<file path="src/rtl/axil_fifo_client.sv">
// AXI4-Lite slave endpoint that turns AXI-Lite reads/writes into a simple
// valid/ready request stream and routes one response word per request back
// onto the B or R channel, in request order.

// Small synchronous FIFO used for the AW, W, AR and tag buffers.
module axil_fifo_client_fifo #(
  parameter int width_p = 1,
  parameter int els_p   = 2
) (
  input  logic               clk_i,
  input  logic               reset_i,
  input  logic [width_p-1:0] data_i,
  input  logic               v_i,
  output logic               ready_o,
  output logic [width_p-1:0] data_o,
  output logic               v_o,
  input  logic               yumi_i
);
  localparam int ptr_w_lp = (els_p > 1) ? $clog2(els_p) : 1;
  localparam int cnt_w_lp = $clog2(els_p + 1);

  logic [width_p-1:0]  mem_q [els_p];
  logic [ptr_w_lp-1:0] wr_ptr_q, wr_ptr_d;
  logic [ptr_w_lp-1:0] rd_ptr_q, rd_ptr_d;
  logic [cnt_w_lp-1:0] cnt_q, cnt_d;
  logic                enq, deq;

  function automatic logic [ptr_w_lp-1:0] ptr_inc(input logic [ptr_w_lp-1:0] p);
    if (p == ptr_w_lp'(els_p - 1)) return '0;
    else                           return p + 1'b1;
  endfunction

  // Ready/valid come from the registered count only, so valid never feeds ready.
  always_comb begin
    ready_o  = (cnt_q != cnt_w_lp'(els_p));
    v_o      = (cnt_q != '0);
    data_o   = mem_q[rd_ptr_q];
    enq      = v_i & ready_o;
    deq      = yumi_i & v_o;
    wr_ptr_d = enq ? ptr_inc(wr_ptr_q) : wr_ptr_q;
    rd_ptr_d = deq ? ptr_inc(rd_ptr_q) : rd_ptr_q;
    cnt_d    = cnt_q + cnt_w_lp'(enq) - cnt_w_lp'(deq);
  end

  // Pointer and occupancy state; reset empties the FIFO.
  always_ff @(posedge clk_i) begin
    if (reset_i) begin
      wr_ptr_q <= '0;
      rd_ptr_q <= '0;
      cnt_q    <= '0;
    end else begin
      wr_ptr_q <= wr_ptr_d;
      rd_ptr_q <= rd_ptr_d;
      cnt_q    <= cnt_d;
    end
  end

  // Storage carries data only and needs no reset.
  always_ff @(posedge clk_i) begin
    if (enq) mem_q[wr_ptr_q] <= data_i;
  end
endmodule

module axil_fifo_client #(
  parameter int axil_data_width_p = 32,
  parameter int axil_addr_width_p = 32,
  parameter int fifo_els_p        = 2
) (
  input  logic                           clk_i,
  input  logic                           reset_i,
  // request stream
  output logic [axil_data_width_p-1:0]   data_o,
  output logic [axil_addr_width_p-1:0]   addr_o,
  output logic                           v_o,
  output logic                           w_o,
  output logic [axil_data_width_p/8-1:0] wmask_o,
  input  logic                           ready_and_i,
  // response stream
  input  logic [axil_data_width_p-1:0]   data_i,
  input  logic                           v_i,
  output logic                           ready_and_o,
  // AXI-Lite write address
  input  logic [axil_addr_width_p-1:0]   s_axil_awaddr_i,
  input  logic [2:0]                     s_axil_awprot_i,
  input  logic                           s_axil_awvalid_i,
  output logic                           s_axil_awready_o,
  // AXI-Lite write data
  input  logic [axil_data_width_p-1:0]   s_axil_wdata_i,
  input  logic [axil_data_width_p/8-1:0] s_axil_wstrb_i,
  input  logic                           s_axil_wvalid_i,
  output logic                           s_axil_wready_o,
  // AXI-Lite write response
  output logic [1:0]                     s_axil_bresp_o,
  output logic                           s_axil_bvalid_o,
  input  logic                           s_axil_bready_i,
  // AXI-Lite read address
  input  logic [axil_addr_width_p-1:0]   s_axil_araddr_i,
  input  logic [2:0]                     s_axil_arprot_i,
  input  logic                           s_axil_arvalid_i,
  output logic                           s_axil_arready_o,
  // AXI-Lite read data
  output logic [axil_data_width_p-1:0]   s_axil_rdata_o,
  output logic [1:0]                     s_axil_rresp_o,
  output logic                           s_axil_rvalid_o,
  input  logic                           s_axil_rready_i
);
  localparam int mask_w_lp = axil_data_width_p / 8;

  logic                         aw_ready, aw_v, aw_yumi;
  logic [axil_addr_width_p-1:0] aw_addr;
  logic                         w_ready, w_v, w_yumi;
  logic [axil_data_width_p-1:0] w_data;
  logic [mask_w_lp-1:0]         w_mask;
  logic                         ar_ready, ar_v, ar_yumi;
  logic [axil_addr_width_p-1:0] ar_addr;
  logic                         tag_ready, tag_v, tag_head, tag_yumi;
  logic                         wr_cand, rd_cand, sel_write, req_v, req_hs, resp_open;
  logic                         lock_q, lock_d, lock_w_q, lock_w_d;
  logic                         unused_prot;

  assign unused_prot = ^{s_axil_awprot_i, s_axil_arprot_i};

  axil_fifo_client_fifo #(.width_p(axil_addr_width_p), .els_p(fifo_els_p)) aw_fifo (
    .clk_i(clk_i), .reset_i(reset_i),
    .data_i(s_axil_awaddr_i), .v_i(s_axil_awvalid_i), .ready_o(aw_ready),
    .data_o(aw_addr), .v_o(aw_v), .yumi_i(aw_yumi)
  );

  axil_fifo_client_fifo #(.width_p(axil_data_width_p + mask_w_lp), .els_p(fifo_els_p)) w_fifo (
    .clk_i(clk_i), .reset_i(reset_i),
    .data_i({s_axil_wstrb_i, s_axil_wdata_i}), .v_i(s_axil_wvalid_i), .ready_o(w_ready),
    .data_o({w_mask, w_data}), .v_o(w_v), .yumi_i(w_yumi)
  );

  axil_fifo_client_fifo #(.width_p(axil_addr_width_p), .els_p(fifo_els_p)) ar_fifo (
    .clk_i(clk_i), .reset_i(reset_i),
    .data_i(s_axil_araddr_i), .v_i(s_axil_arvalid_i), .ready_o(ar_ready),
    .data_o(ar_addr), .v_o(ar_v), .yumi_i(ar_yumi)
  );

  // Outstanding-request queue: one tag per issued request, 1 = write.
  axil_fifo_client_fifo #(.width_p(1), .els_p(fifo_els_p)) tag_fifo (
    .clk_i(clk_i), .reset_i(reset_i),
    .data_i(sel_write), .v_i(req_hs), .ready_o(tag_ready),
    .data_o(tag_head), .v_o(tag_v), .yumi_i(tag_yumi)
  );

  // Request selection: writes win, but a stalled request keeps its selection
  // so a write arriving behind a stalled read cannot change the presented request.
  always_comb begin
    wr_cand   = aw_v & w_v;
    rd_cand   = ar_v;
    sel_write = lock_q ? lock_w_q : wr_cand;
    req_v     = (wr_cand | rd_cand) & tag_ready & ~reset_i;
    req_hs    = req_v & ready_and_i;
    aw_yumi   = req_hs & sel_write;
    w_yumi    = req_hs & sel_write;
    ar_yumi   = req_hs & ~sel_write;
    lock_d    = req_v & ~ready_and_i;
    lock_w_d  = sel_write;
    v_o       = req_v;
    w_o       = sel_write;
    addr_o    = sel_write ? aw_addr : ar_addr;
    data_o    = sel_write ? w_data  : '0;
    wmask_o   = sel_write ? w_mask  : '0;
  end

  // Response routing by the head tag; purely combinational.
  always_comb begin
    resp_open        = tag_v & ~reset_i;
    ready_and_o      = resp_open & (tag_head ? s_axil_bready_i : s_axil_rready_i);
    s_axil_bvalid_o  = resp_open & tag_head & v_i;
    s_axil_rvalid_o  = resp_open & ~tag_head & v_i;
    s_axil_rdata_o   = data_i;
    s_axil_bresp_o   = 2'b00;
    s_axil_rresp_o   = 2'b00;
    tag_yumi         = v_i & ready_and_o;
    s_axil_awready_o = aw_ready & ~reset_i;
    s_axil_wready_o  = w_ready & ~reset_i;
    s_axil_arready_o = ar_ready & ~reset_i;
  end

  // Selection lock register for a stalled request.
  always_ff @(posedge clk_i) begin
    if (reset_i) begin
      lock_q   <= 1'b0;
      lock_w_q <= 1'b0;
    end else begin
      lock_q   <= lock_d;
      lock_w_q <= lock_w_d;
    end
  end

`ifndef SYNTHESIS
  // Protocol checks: responses need an outstanding request; depth must be usable.
  always_ff @(posedge clk_i) begin
    assert (fifo_els_p >= 1) else $error("axil_fifo_client: fifo_els_p must be >= 1");
    if (!reset_i) begin
      assert (!(v_i && !tag_v)) else $error("axil_fifo_client: response with no outstanding request");
    end
  end
`endif
endmodule

</file>
<file path="config.mk">
export PLATFORM = sky130hd
export DESIGN_NAME = axil_fifo_client
export DESIGN_NICKNAME = d
export VERILOG_FILES = /design/src/rtl/axil_fifo_client.sv
export SDC_FILE = /design/constraint.sdc
export NUM_CORES = 1
export LEC_CHECK = 0
export BUFFER_PORTS_ARGS = -buffer_cell sky130_fd_sc_hd__buf_2
export CAP_MARGIN = 20
export CORE_ASPECT_RATIO = 0.8
export CORE_MARGIN = 8
export CORE_UTILIZATION = 45
export CTS_CLUSTER_SIZE = 20
export DETAILED_ROUTE_END_ITERATION = 12
export GPL_TIMING_DRIVEN = 0
export PLACE_DENSITY = 0.71
export SLEW_MARGIN = 20
export SYNTH_ARGS = -nofsm -noshare
export SYNTH_HDL_FRONTEND = slang
export SYNTH_SLANG_ARGS = --single-unit
</file>
<file path="constraint.sdc">
create_clock -name clk_i -period 3.5 [get_ports clk_i]
set_input_delay 0.175 -clock clk_i [delete_from_list [all_inputs] [get_ports clk_i]]
set_output_delay 0.175 -clock clk_i [all_outputs]
set_load 0.02 [all_outputs]
</file>
==> results of run 1 <==
-- routing by layer --
layer	global-route usage (%)	vias to the layer above	share of wire (%)	routed length [µm]
met5	0	-	0.036	8
met4	3.52	2	1.4	314
met3	5.70	26	9.4	2120
met2	30.7	261	48	10900
met1	20.7	2836	41	9150
li1	-	2860	-	-
-- cell usage after synthesis --
| master | n | area (µm²) |
|---|---|---|
| nor3_1 | 3 | 15.0 |
| xor2_1 | 7 | 61.3 |
| mux2i_1 | 76 | 761 |
| or3_1 | 1 | 6.26 |
| a2111oi_4 | 1 | 27.5 |
| nor4b_4 | 1 | 23.8 |
| a21oi_1 | 37 | 185 |
| and3_1 | 4 | 25.0 |
| o22ai_4 | 1 | 20.0 |
| edfxtp_1 | 202 | 6070 |
| buf_1 | 1 | 3.75 |
| a2111oi_2 | 1 | 15.0 |
| nand2_1 | 8 | 30.0 |
| o21a_4 | 1 | 15.0 |
| xnor2_1 | 5 | 43.8 |
| nand2b_1 | 3 | 18.8 |
| buf_6 | 4 | 45.0 |
| and2_1 | 2 | 12.5 |
| conb_1 | 1 | 3.75 |
| nand3_1 | 2 | 10.0 |
| a211oi_1 | 31 | 233 |
| nor2_1 | 57 | 214 |
| o21ai_0 | 1 | 5.00 |
| buf_2 | 14 | 70.1 |
| ha_1 | 8 | 100 |
| a211oi_2 | 1 | 12.5 |
| clkbuf_1 | 9 | 33.8 |
| o211ai_1 | 1 | 7.51 |
| nor2b_1 | 39 | 244 |
| dfxtp_1 | 22 | 440 |
| buf_4 | 36 | 270 |
| inv_1 | 16 | 60.1 |
| inv_2 | 1 | 3.75 |
-- cell usage in the layout (no fill, tap or decap), drive strengths merged, types with 2 or more instances in the layout --
cell type    netlist  final
nor2b             39     39
dlygate4sd3        0    100
inv               17     18
buf               55    277
nor3               3      3
and2               2      2
ha                 8      8
dfxtp             22     22
xnor2              5      5
conb               1      4
nand2              8      8
clkinv             0      7
nand2b             3      3
a2111oi            2      2
xor2               7      7
nor2              57     57
nand3              2      2
a211oi            32     32
a21oi             37     37
bufinv             0     10
clkbuf             9     33
and3               4      4
mux2i             76     76
edfxtp           202    202
-- final timing paths --
kind / slack [ns] / startpoint / endpoint / cells after the start
min reg2reg: 0.47 / ar_fifo.rd_ptr_q / flip-flop / 1
max: 0.85 / flip-flop / addr_o[20] / 6
max reg2reg: 1.27 / aw_fifo.cnt_q[1] / ar_fifo.cnt_q[1] / 10
min: 0.08 / ready_and_i / lock_q / 3
-- cells by family (layout without fill, tap and decap cells) --
kind of cell / Yosys count / count (layout) / share of synthesized area, %
flip-flops: 224 / 224 / 71.6
AND/OR/NAND/NOR: 120 / 120 / 6.60
buffers and inverters: 81 / 445 / 5.36
multiplexers: 76 / 76 / 8.38
AO/OA/AOI/OAI: 75 / 75 / 5.73
XOR/XNOR: 12 / 12 / 1.16
adder cells (fa/ha/maj): 8 / 8 / 1.10
other: 1 / 4 / 0.0413
-- power breakdown --
part           total [mW]  internal (mW)  switching [mW]
clock                2.92           1.94           0.982
combinational        2.17          0.827            1.34
sequential           3.45           3.33           0.123
-- area by class of cell --
type                            instances  area share, %
Buffer                                 64           3.36
Tap cell                              264           2.63
Multi-Input combinational cell        295           16.9
Clock inverter                         18           2.67
Timing Repair Buffer                  322           17.6
Sequential cell                       224           51.7
Inverter                               17          0.507
Clock buffer                           24           4.60
-- worst reg2reg max path: stages (launching register included) --
cell and delay, ns:
dfxtp_1 0.39, o22ai_4 0.24, o21a_4 0.19, inv_2 0.07, nor4b_4 0.38, ha_1 0.30, inv_1 0.06, ha_1 0.14
xor2_1 0.17, xnor2_1 0.13, nor2_1 0.05
-- state kept, by name (all words and copies together) (netlist names), 2 cells and up, named ones only --
signal and count:
aw_fifo.mem_q 64, w_fifo.cnt_q 2, ar_fifo.mem_q 64, tag_fifo.cnt_q 2, aw_fifo.cnt_q 2, ar_fifo.cnt_q 2, tag_fifo.mem_q 2, w_fifo.mem_q 72
==> metrics.csv, run 1 <==
stage,metric,value,unit
cells_and_area,regArea,6510,µm²
routing,via_per_inst,4.87,
placement,port_buffers,216,
sta,holdWs,0.0823,ns
cells_and_area,drive_above_1_share,33.6,%
routing,wl,22.5,mm
cells_and_area,area_growth,38.5,%
worst_setup_path,crit_required,3.32,ns
worst_setup_path,cp.arrival,2.48,ns
cells_and_area,stdcell_area,12600,µm²
yosys,yosys_warnings,0,
floorplan,start_util,45.9,%
power_and_ir_drop,ir_drop,0.000380,V
placement,place_congestion,0.783,
placement,dpl_worst_slack,1.24,ns
clock_network,ctsHtreeMaxLevel,1,
cells_and_area,multi_input_area,2130,µm²
cells_and_area,nNetsFinal,1102,
yosys,ys_types,33,
sta,hold_violations,0,
sta,period_minus_slack,2.65,ns
sta,fin_crit_sh,75.8,%
clock_network,cts_resized,0,
grt,antenna_found_initial,1,
floorplan,die_w,175,µm
sta,maxSlewHeadroom,42.3,%
sta,rsz0062_at_grt,no,
grt,grt_max_degree,32,
grt,grtUsageTotal,17.4,%
clock_network,cts-root-buf,clkbuf_16,
grt,first_global_vias,6316,
grt,overflow,0,
floorplan,core,19800,µm²
worst_setup_path,path_max_fanout,10,
clock_network,tritoncts,yes,
routing,vias,5985,
routing,wire_per_inst,18.3,µm
cells_and_area,fin_cells,1228,
cells_and_area,num_antenna_cells,0,
hold_path,min-delay-path-class,in2reg,
routing,drcViolationCount,0,
yosys,ys_ff_latch,224,
clock_network,holdBufCountCts,100,
worst_setup_path,path_cells,buf_2 -> clkbuf_1 -> clkbuf_1 -> a211oi_1 -> a21oi_1 -> buf_2,
power_and_ir_drop,powerDensity,678,nW/µm²
clock_network,clock_latency,0.51,ns
sta,worst_slack,0.846,ns
worst_setup_path,crit_family,buffers and inverters,
floorplan,placementRows,46,
cells_and_area,fillers,1472,
worst_setup_path,cp_slowest_cell,clkbuf_1,
run,max_cap_violations,0,
placement,place_inst,1086,
yosys,ys_seq_area_share,71.6,%
clock_network,numCtsBuffers,23,
floorplan,dieArea,25000,µm²
clock_network,cts_setup_buffers,0,
cells_and_area,postLayoutCoreUtil,63.6,%
yosys,synth_area,9080,µm²
run_status,run_status,"complete, no violations",
worst_setup_path,crit_buf_inv,4,
grt,grt_pass1_wl,34.5,mm
sta,fin_skew,0.0167,ns
worst_setup_path,max_stage_delay,0.47,ns
yosys,syn_inst,597,
sta,worst_pin_slew,0.865,ns
sta,setup_viol,0,
clock_network,cts_max_path_buffers,3,
worst_setup_path,crit_type,reg2out,
power_and_ir_drop,p_total,8.54,mW
worst_setup_path,cp-end-kind,primary output,
routing,ant_nets,0,
worst_setup_path,startpoint_type,flip-flop,
routing,dr.pass1.iters,4,
routing,drt_iter0_drc,383,
floorplan,die_h,143,µm
placement,dpl-instance-area,10700,µm²
placement,dp_hpwl,15.4,mm
power_and_ir_drop,p_leak,4.96,nW
clock_network,path_clk_slew,0.06,ns
sta,tns,0,ns
clock_network,clock_sinks,224,
sta,slew_violations,0,
yosys,syn_area_per_cell,15.2,µm²
floorplan,ios,259,
sta,fmax,377,MHz
No activity file was read; power rests on OpenSTA's default activity.
==> run 2, diff against run 1 <==
==> constraint.sdc (replaced) <==
create_clock -name clk_i -period 2.6 [get_ports clk_i]
set_input_delay 0.13 -clock clk_i [delete_from_list [all_inputs] [get_ports clk_i]]
set_output_delay 0.13 -clock clk_i [all_outputs]
set_load 0.02 [all_outputs]
==> run 2 against run 1 <==
Cell count barely moved. Critical path type unchanged. Critical path depth did not move. Largest power group unchanged. Worst setup slack got worse by 0.69 ns. Sequential power rose by 34%. Non-clock buffer count fell by 1. Via count fell by 0.50%. Clock power rose by 34%. Critical endpoint is now addr_o[12]. Register-to-register slack got worse by 0.90 ns. Clock-buffer cell count did not move. Die area did not move.
==> metrics.csv, run 2 (synthesized netlist as in run 1, its figures left out) <==
stage,metric,value,unit
worst_setup_path,r2r_start,aw_fifo.cnt_q[1],
cells_and_area,drive_above_1_share,33.7,%
power_and_ir_drop,ir_drop,0.000512,V
grt,grtUsageTotal,17.4,%
floorplan,placementRows,46,
floorplan,dieArea,25000,µm²
clock_network,path_clk_slew,0.06,ns
clock_network,clock_latency,0.51,ns
sta,fin_skew,0.0144,ns
worst_setup_path,cp.arrival,2.31,ns
cells_and_area,regArea,6510,µm²
routing,wl,22.3,mm
sta,setup_viol,0,
grt,grt_max_degree,32,
sta,fin_crit_sh,94.0,%
run_status,run_status,"complete, no violations",
floorplan,start_util,45.9,%
cells_and_area,top_regs,"w_fifo.mem_q (72), ar_fifo.mem_q (64), aw_fifo.mem_q (64)",
hold_path,min_from,ready_and_i,
clock_network,cts_max_path_buffers,3,
worst_setup_path,path_max_fanout,19,
clock_network,cts_setup_buffers,0,
placement,dpl_worst_slack,0.341,ns
sta,worst_slack,0.156,ns
grt,overflow,0,
placement,place_inst,1086,
worst_setup_path,cp_common_cell,buf_2,
cells_and_area,largest_reg_flops,72,
cells_and_area,nNetsFinal,1101,
worst_setup_path,crit_type,reg2out,
routing,drt_iter0_drc,324,
worst_setup_path,max_stage_delay,0.44,ns
sta,hold_violations,0,
power_and_ir_drop,p_leak,4.97,nW
power_and_ir_drop,p_total,11.5,mW
cells_and_area,num_antenna_cells,0,
routing,wire_per_inst,18.2,µm
grt,grt_pass1_wl,34.4,mm
placement,dpl-instance-area,10700,µm²
sta,worst_pin_slew,0.864,ns
run,max_cap_violations,0,
routing,ant_nets,0,
routing,via_per_inst,4.85,
sta,maxSlewHeadroom,42.4,%
cells_and_area,fin_cells,1227,
sta,period_minus_slack,2.44,ns
grt,first_global_vias,6313,
routing,dr.pass1.iters,5,
floorplan,die_w,175,µm
clock_network,ctsHtreeMaxLevel,1,
routing,vias,5955,
cells_and_area,area_growth,38.5,%
worst_setup_path,cp-end-kind,primary output,
cells_and_area,top_register,w_fifo.mem_q,
cells_and_area,multi_input_area,2130,µm²
floorplan,core,19800,µm²
placement,place_congestion,0.783,
cells_and_area,final_cell_mix,"230 x buf_2, 202 x edfxtp_1, 100 x dlygate4sd3_1, 76 x mux2i_1, 54 x nor2_1",
clock_network,cts-root-buf,clkbuf_16,
placement,port_buffers,216,
power_and_ir_drop,powerDensity,913,nW/µm²
worst_setup_path,crit_required,2.47,ns
sta,rsz0062_at_grt,no,
sta,fmax,409,MHz
grt,antenna_found_initial,1,
cells_and_area,final_common_cell,buf_2,
cells_and_area,stdcell_area,12600,µm²
floorplan,die_h,143,µm
routing,drcViolationCount,0,
cells_and_area,fillers,1471,
clock_network,tritoncts,yes,
placement,dp_hpwl,15.4,mm
hold_path,min-delay-path-class,in2reg,
clock_network,clock_sinks,224,
worst_setup_path,cp_slowest_cell,clkbuf_1,
sta,holdWs,0.0375,ns
worst_setup_path,startpoint_type,flip-flop,
worst_setup_path,path_cells,buf_2 -> clkbuf_1 -> nor2b_1 -> a211oi_1 -> a21oi_1 -> buf_2,
sta,slew_violations,0,
floorplan,ios,259,
clock_network,numCtsBuffers,23,
[run 2: changes by cell type in the layout (fill, tap and decap cells not counted)]
cell / before / now
clkbuf_1: 10 / 8
clkbuf_2: 0 / 1
[run 2: final timing paths]
| check | endpoint | slack (ns) | cells after the start |
|---|---|---|---|
| max | addr_o[12] | 0.16 | 6 |
| max reg2reg | ar_fifo.cnt_q[1] | 0.37 | 10 |
| min | lock_q | 0.04 | 3 |
| min reg2reg | flip-flop | 0.47 | 1 |
[run 2: repair_timing]
action / CTS / global route
gates resized for setup: 0 / 2
endpoints found under the setup margin: 10 / 1
hold endpoints to repair: 200 / 0
hold buffers: 100 / 0
[run 2: report_power, final]
part | total, mW | internal [mW] | switching (mW)
registers | 4.64 | 4.48 | 0.165
logic | 2.92 | 1.11 | 1.80
clock network | 3.92 | 2.61 | 1.32
[run 2: metrics by stage]
stage | setup TNS (ns) | utilization, %
floorplan | 0 | -
global placement | -78.43 | 53.1
detailed placement | 0 | 53.9
CTS | 0 | 63.5
global route | 0 | 63.5
finish | 0 | 63.5
[run 2: critical path: cells and delay by family, from the launching register on]
| family | cells | cell delay [ns] |
|---|---|---|
| AOI/OAI and AO/OA | 2 | 0.42 |
| buffers and inverters | 3 | 0.97 |
| DFF | 1 | 0.31 |
| and+or+nand+nor | 1 | 0.09 |
[run 2: layout make-up]
class | count | area share (%)
sequential | 224 | 51.7
buffer | 63 | 3.34
multi-input combinational | 295 | 16.9
clock buffer | 24 | 4.60
inverter | 17 | 0.507
timing repair buffer | 322 | 17.6
clock inverter | 18 | 2.68
tap | 264 | 2.63
[run 2: metal layers]
layer,vias up,track usage [%],part of all wire [%],routed length (µm)
met5,-,0,0.036,8
met4,2,3.52,1.4,306
met3,26,5.70,9.5,2120
met2,251,30.5,49,10800
met1,2818,20.7,41,9070
li1,2858,-,-,-
==> run 3, diff against run 2 <==
--- a/config.mk
+++ b/config.mk
@@ -13,8 +13,9 @@
 export CTS_CLUSTER_SIZE = 20
 export DETAILED_ROUTE_END_ITERATION = 12
 export GPL_TIMING_DRIVEN = 0
-export PLACE_DENSITY = 0.71
+export PLACE_DENSITY = 0.7
 export SLEW_MARGIN = 20
 export SYNTH_ARGS = -nofsm -noshare
 export SYNTH_HDL_FRONTEND = slang
+export SYNTH_HIERARCHICAL = 1
 export SYNTH_SLANG_ARGS = --single-unit
==> run 3 against run 2 <==
Design area increased by 2.6%. Via count fell by 3.0%. Sequential power shrank 8.4%. Sequential cell count is the same. Utilization shrank 1.4 points. Die area up 4.6%. Combinational power decreased by 58%. Cell count fell by 2.0%. Register-to-register slack worse by 0.23 ns. Total power fell by 25%.
==> metrics.csv, run 3 <==
stage,metric,value,unit
yosys,synthTopCellsByArea,"edfxtp_1 64%, mux2_2 11%, mux2_4 5.2%",
cells_and_area,top_regs,"w_fifo/mem_q (72), ar_fifo/mem_q (64), aw_fifo/mem_q (64)",
placement,dpl-instance-area,11100,µm²
routing,ant_nets,0,
run_status,run_status,"complete, no violations",
routing,via_per_inst,4.81,
cells_and_area,final_cell_mix,"220 x buf_2, 202 x edfxtp_1, 103 x dlygate4sd3_1, 97 x mux2_2, 43 x buf_4",
yosys,yosys.area_share.xor_xnor,0.459,%
placement,dp_hpwl,14.5,mm
cells_and_area,nNetsFinal,1067,
sta,fmax,407,MHz
floorplan,dieArea,26200,µm²
worst_setup_path,path_max_fanout,12,
routing,wire_per_inst,18.3,µm
placement,port_buffers,216,
grt,grtUsageTotal,16.0,%
sta,worst_slack,0.143,ns
routing,drt_iter0_drc,274,
yosys,synth-compound-area-share,1.91,%
yosys,ys_ff_latch,224,
clock_network,clock_latency,0.50,ns
worst_setup_path,crit_type,reg2reg,
sta,maxSlewHeadroom,64.9,%
sta,fin_skew,0.0125,ns
grt,grt_max_degree,31,
sta,hold_violations,0,
clock_network,clock_sinks,224,
yosys,synth_top_family_by_area,multiplexers,
clock_network,ctsHtreeMaxLevel,1,
routing,vias,5776,
worst_setup_path,crit_buf_inv,2,
placement,place_congestion,0.692,
sta,setup_viol,0,
clock_network,tritoncts,yes,
yosys,syn_area_per_cell,17.0,µm²
grt,antenna_found_initial,3,
yosys,synth_fa_ha_area_share,0.655,%
power_and_ir_drop,p_total,8.62,mW
sta,period_minus_slack,2.46,ns
clock_network,cts-root-buf,clkbuf_16,
worst_setup_path,startpoint_type,flip-flop,
floorplan,start_util,46.0,%
yosys,synthSimpleGateAreaFrac,6.40,%
yosys,yosysMostFrequentCell,edfxtp_1,
worst_setup_path,cp_slowest_cell,dfxtp_1,
cells_and_area,final_common_cell,buf_2,
power_and_ir_drop,powerDensity,668,nW/µm²
sta,tns,0,ns
grt,first_global_vias,6116,
cells_and_area,top_register,w_fifo/mem_q,
floorplan,core,20800,µm²
floorplan,ios,259,
yosys,ys_seq_area_share,68.2,%
sta,fin_crit_sh,94.5,%
yosys,ys_types,42,
worst_setup_path,max_stage_delay,0.47,ns
routing,dr.pass1.iters,4,
sta,worst_pin_slew,0.526,ns
power_and_ir_drop,ir_drop,0.000509,V
worst_setup_path,crit_family,simple AND/OR/NAND/NOR gates,
yosys,synth_top_cell_by_area,edfxtp_1,
grt,grt.busiest_layer,met2,
yosys,synthFlopType,edfxtp_1,
worst_setup_path,crit_required,2.98,ns
worst_setup_path,cp-end-kind,flip-flop,
floorplan,die_h,146,µm
yosys,synth-async-reset-ratio,0,%
cells_and_area,largest_reg_flops,72,
routing,wl,22.0,mm
yosys,synth_mux_area_share,17.6,%
cells_and_area,area_growth,35.2,%
power_and_ir_drop,p_leak,5.20,nW
clock_network,cts_max_path_buffers,3,
grt,overflow,0,
grt,grtUsageMet2,28.0,%
placement,dpl_worst_slack,0.0245,ns
yosys,yosys_warnings,6,
sta,rsz0062_at_grt,no,
clock_network,numCtsBuffers,23,
yosys,syn_inst,562,
cells_and_area,drive_above_1_share,50.2,%
grt,use_met3,4.74,%
grt,grt_pass1_wl,33.2,mm
hold_path,min-delay-path-class,in2reg,
floorplan,die_w,179,µm
clock_network,cts_setup_buffers,0,
placement,place_inst,1056,
yosys,synth_top_area_share,63.6,%
run,max_cap_violations,0,
cells_and_area,stdcell_area,12900,µm²
yosys,synth_edf_count,202,
routing,drcViolationCount,0,
worst_setup_path,cp.arrival,2.84,ns
worst_setup_path,path_cells,or2_2 -> nand2_1 -> o21a_4 -> inv_8 -> buf_6 -> and3_4 -> nand3_1 -> o21ai_0 -> nor2_1 -> ha_1 -> and2b_1 -> mux2_1,
clock_network,path_clk_slew,0.06,ns
cells_and_area,fin_cells,1202,
yosys,synth_area,9540,µm²
yosys,synthTopCellsByCount,"202 x edfxtp_1, 97 x mux2_2, 43 x buf_4, 39 x and2_1, 33 x mux2_4",
floorplan,placementRows,47,
sta,slew_violations,0,
grt,met1_usage,19.2,%
[run 3: cell types whose count changed in the layout (fill, tap and decap cells not counted), moves of 10 or more]
cell       delta
and2_1       +37
a211oi_1     -30
nor2b_1      -26
mux2_2       +97
inv_1        -15
bufinv_16    -10
mux2_4       +33
buf_2        -10
mux2i_1      -75
nor2_1       -32
a21oi_1      -33
[run 3: worst register-to-register path, cell delays in order (launching register included)]
cell	delay (ns)
dfxtp_1	0.47
or2_2	0.18
nand2_1	0.06
o21a_4	0.22
inv_8	0.11
buf_6	0.17
and3_4	0.29
nand3_1	0.09
o21ai_0	0.09
nor2_1	0.06
ha_1	0.18
and2b_1	0.15
mux2_1	0.28
[run 3: final cells by class]
cell class / instances / area (µm²)
clock inverter: 12 / 67.6
inverter: 5 / 26.3
multi-input combinational: 281 / 2620
clock buffer: 29 / 664
fill: 1517 / 7860
buffer: 55 / 432
timing repair buffer: 325 / 2250
tap: 269 / 337
sequential: 224 / 6510
antenna: 2 / 5.00
[run 3: logic make-up (layout without fill, tap and decap cells)]
group,after synthesis,after routing
buf+inv,60,426
compound gates,24,24
other cells,1,6
simple gates,105,105
flops,224,224
mux,138,138
fa+ha+maj,5,5
xor+xnor,5,5
[run 3: layer usage]
layer	share of wire [%]	vias to the layer above	wire length, µm
li1	-	2755	-
met1	41	2802	9090
met2	49	191	10700
met3	8.3	26	1830
met4	1.6	2	347
met5	0.046	-	10
[run 3: stage by stage]
step                      hold slack (ns)  util (%)
after floorplan                     0.199         -
after global placement              0.318      52.9
after detailed placement            0.322      53.6
after CTS                          0.0155      62.0
after global routing               0.0278      62.2
final                              0.0399      62.2
[run 3: what timing repair did]
item / 4_1_cts / 5_1_grt
resized for setup: 0 / 6
hold endpoints to repair: 203 / 0
hold buffers: 103 / 0
setup endpoints to repair: 0 / 2
[run 3: worst paths after layout]
kind | endpoint | startpoint | depth (start not counted) | slack, ns
setup reg to reg | aw_fifo/cnt_q[1] | aw_fifo/cnt_q[0] | 12 | 0.14
setup / recovery | aw_fifo/cnt_q[1] | aw_fifo/cnt_q[0] | 12 | 0.14
hold reg to reg | aw_fifo/rd_ptr_q | aw_fifo/rd_ptr_q | 2 | 0.50
hold / removal | w_fifo/wr_ptr_q | s_axil_wvalid_i | 3 | 0.04
[run 3: report_power, final]
part	switching [mW]	leakage [nW]	internal, mW
sequential	0.0675	2.07	4.18
clock	1.33	0.369	1.81
combinational	0.615	2.76	0.609
total	2.02	5.20	6.61
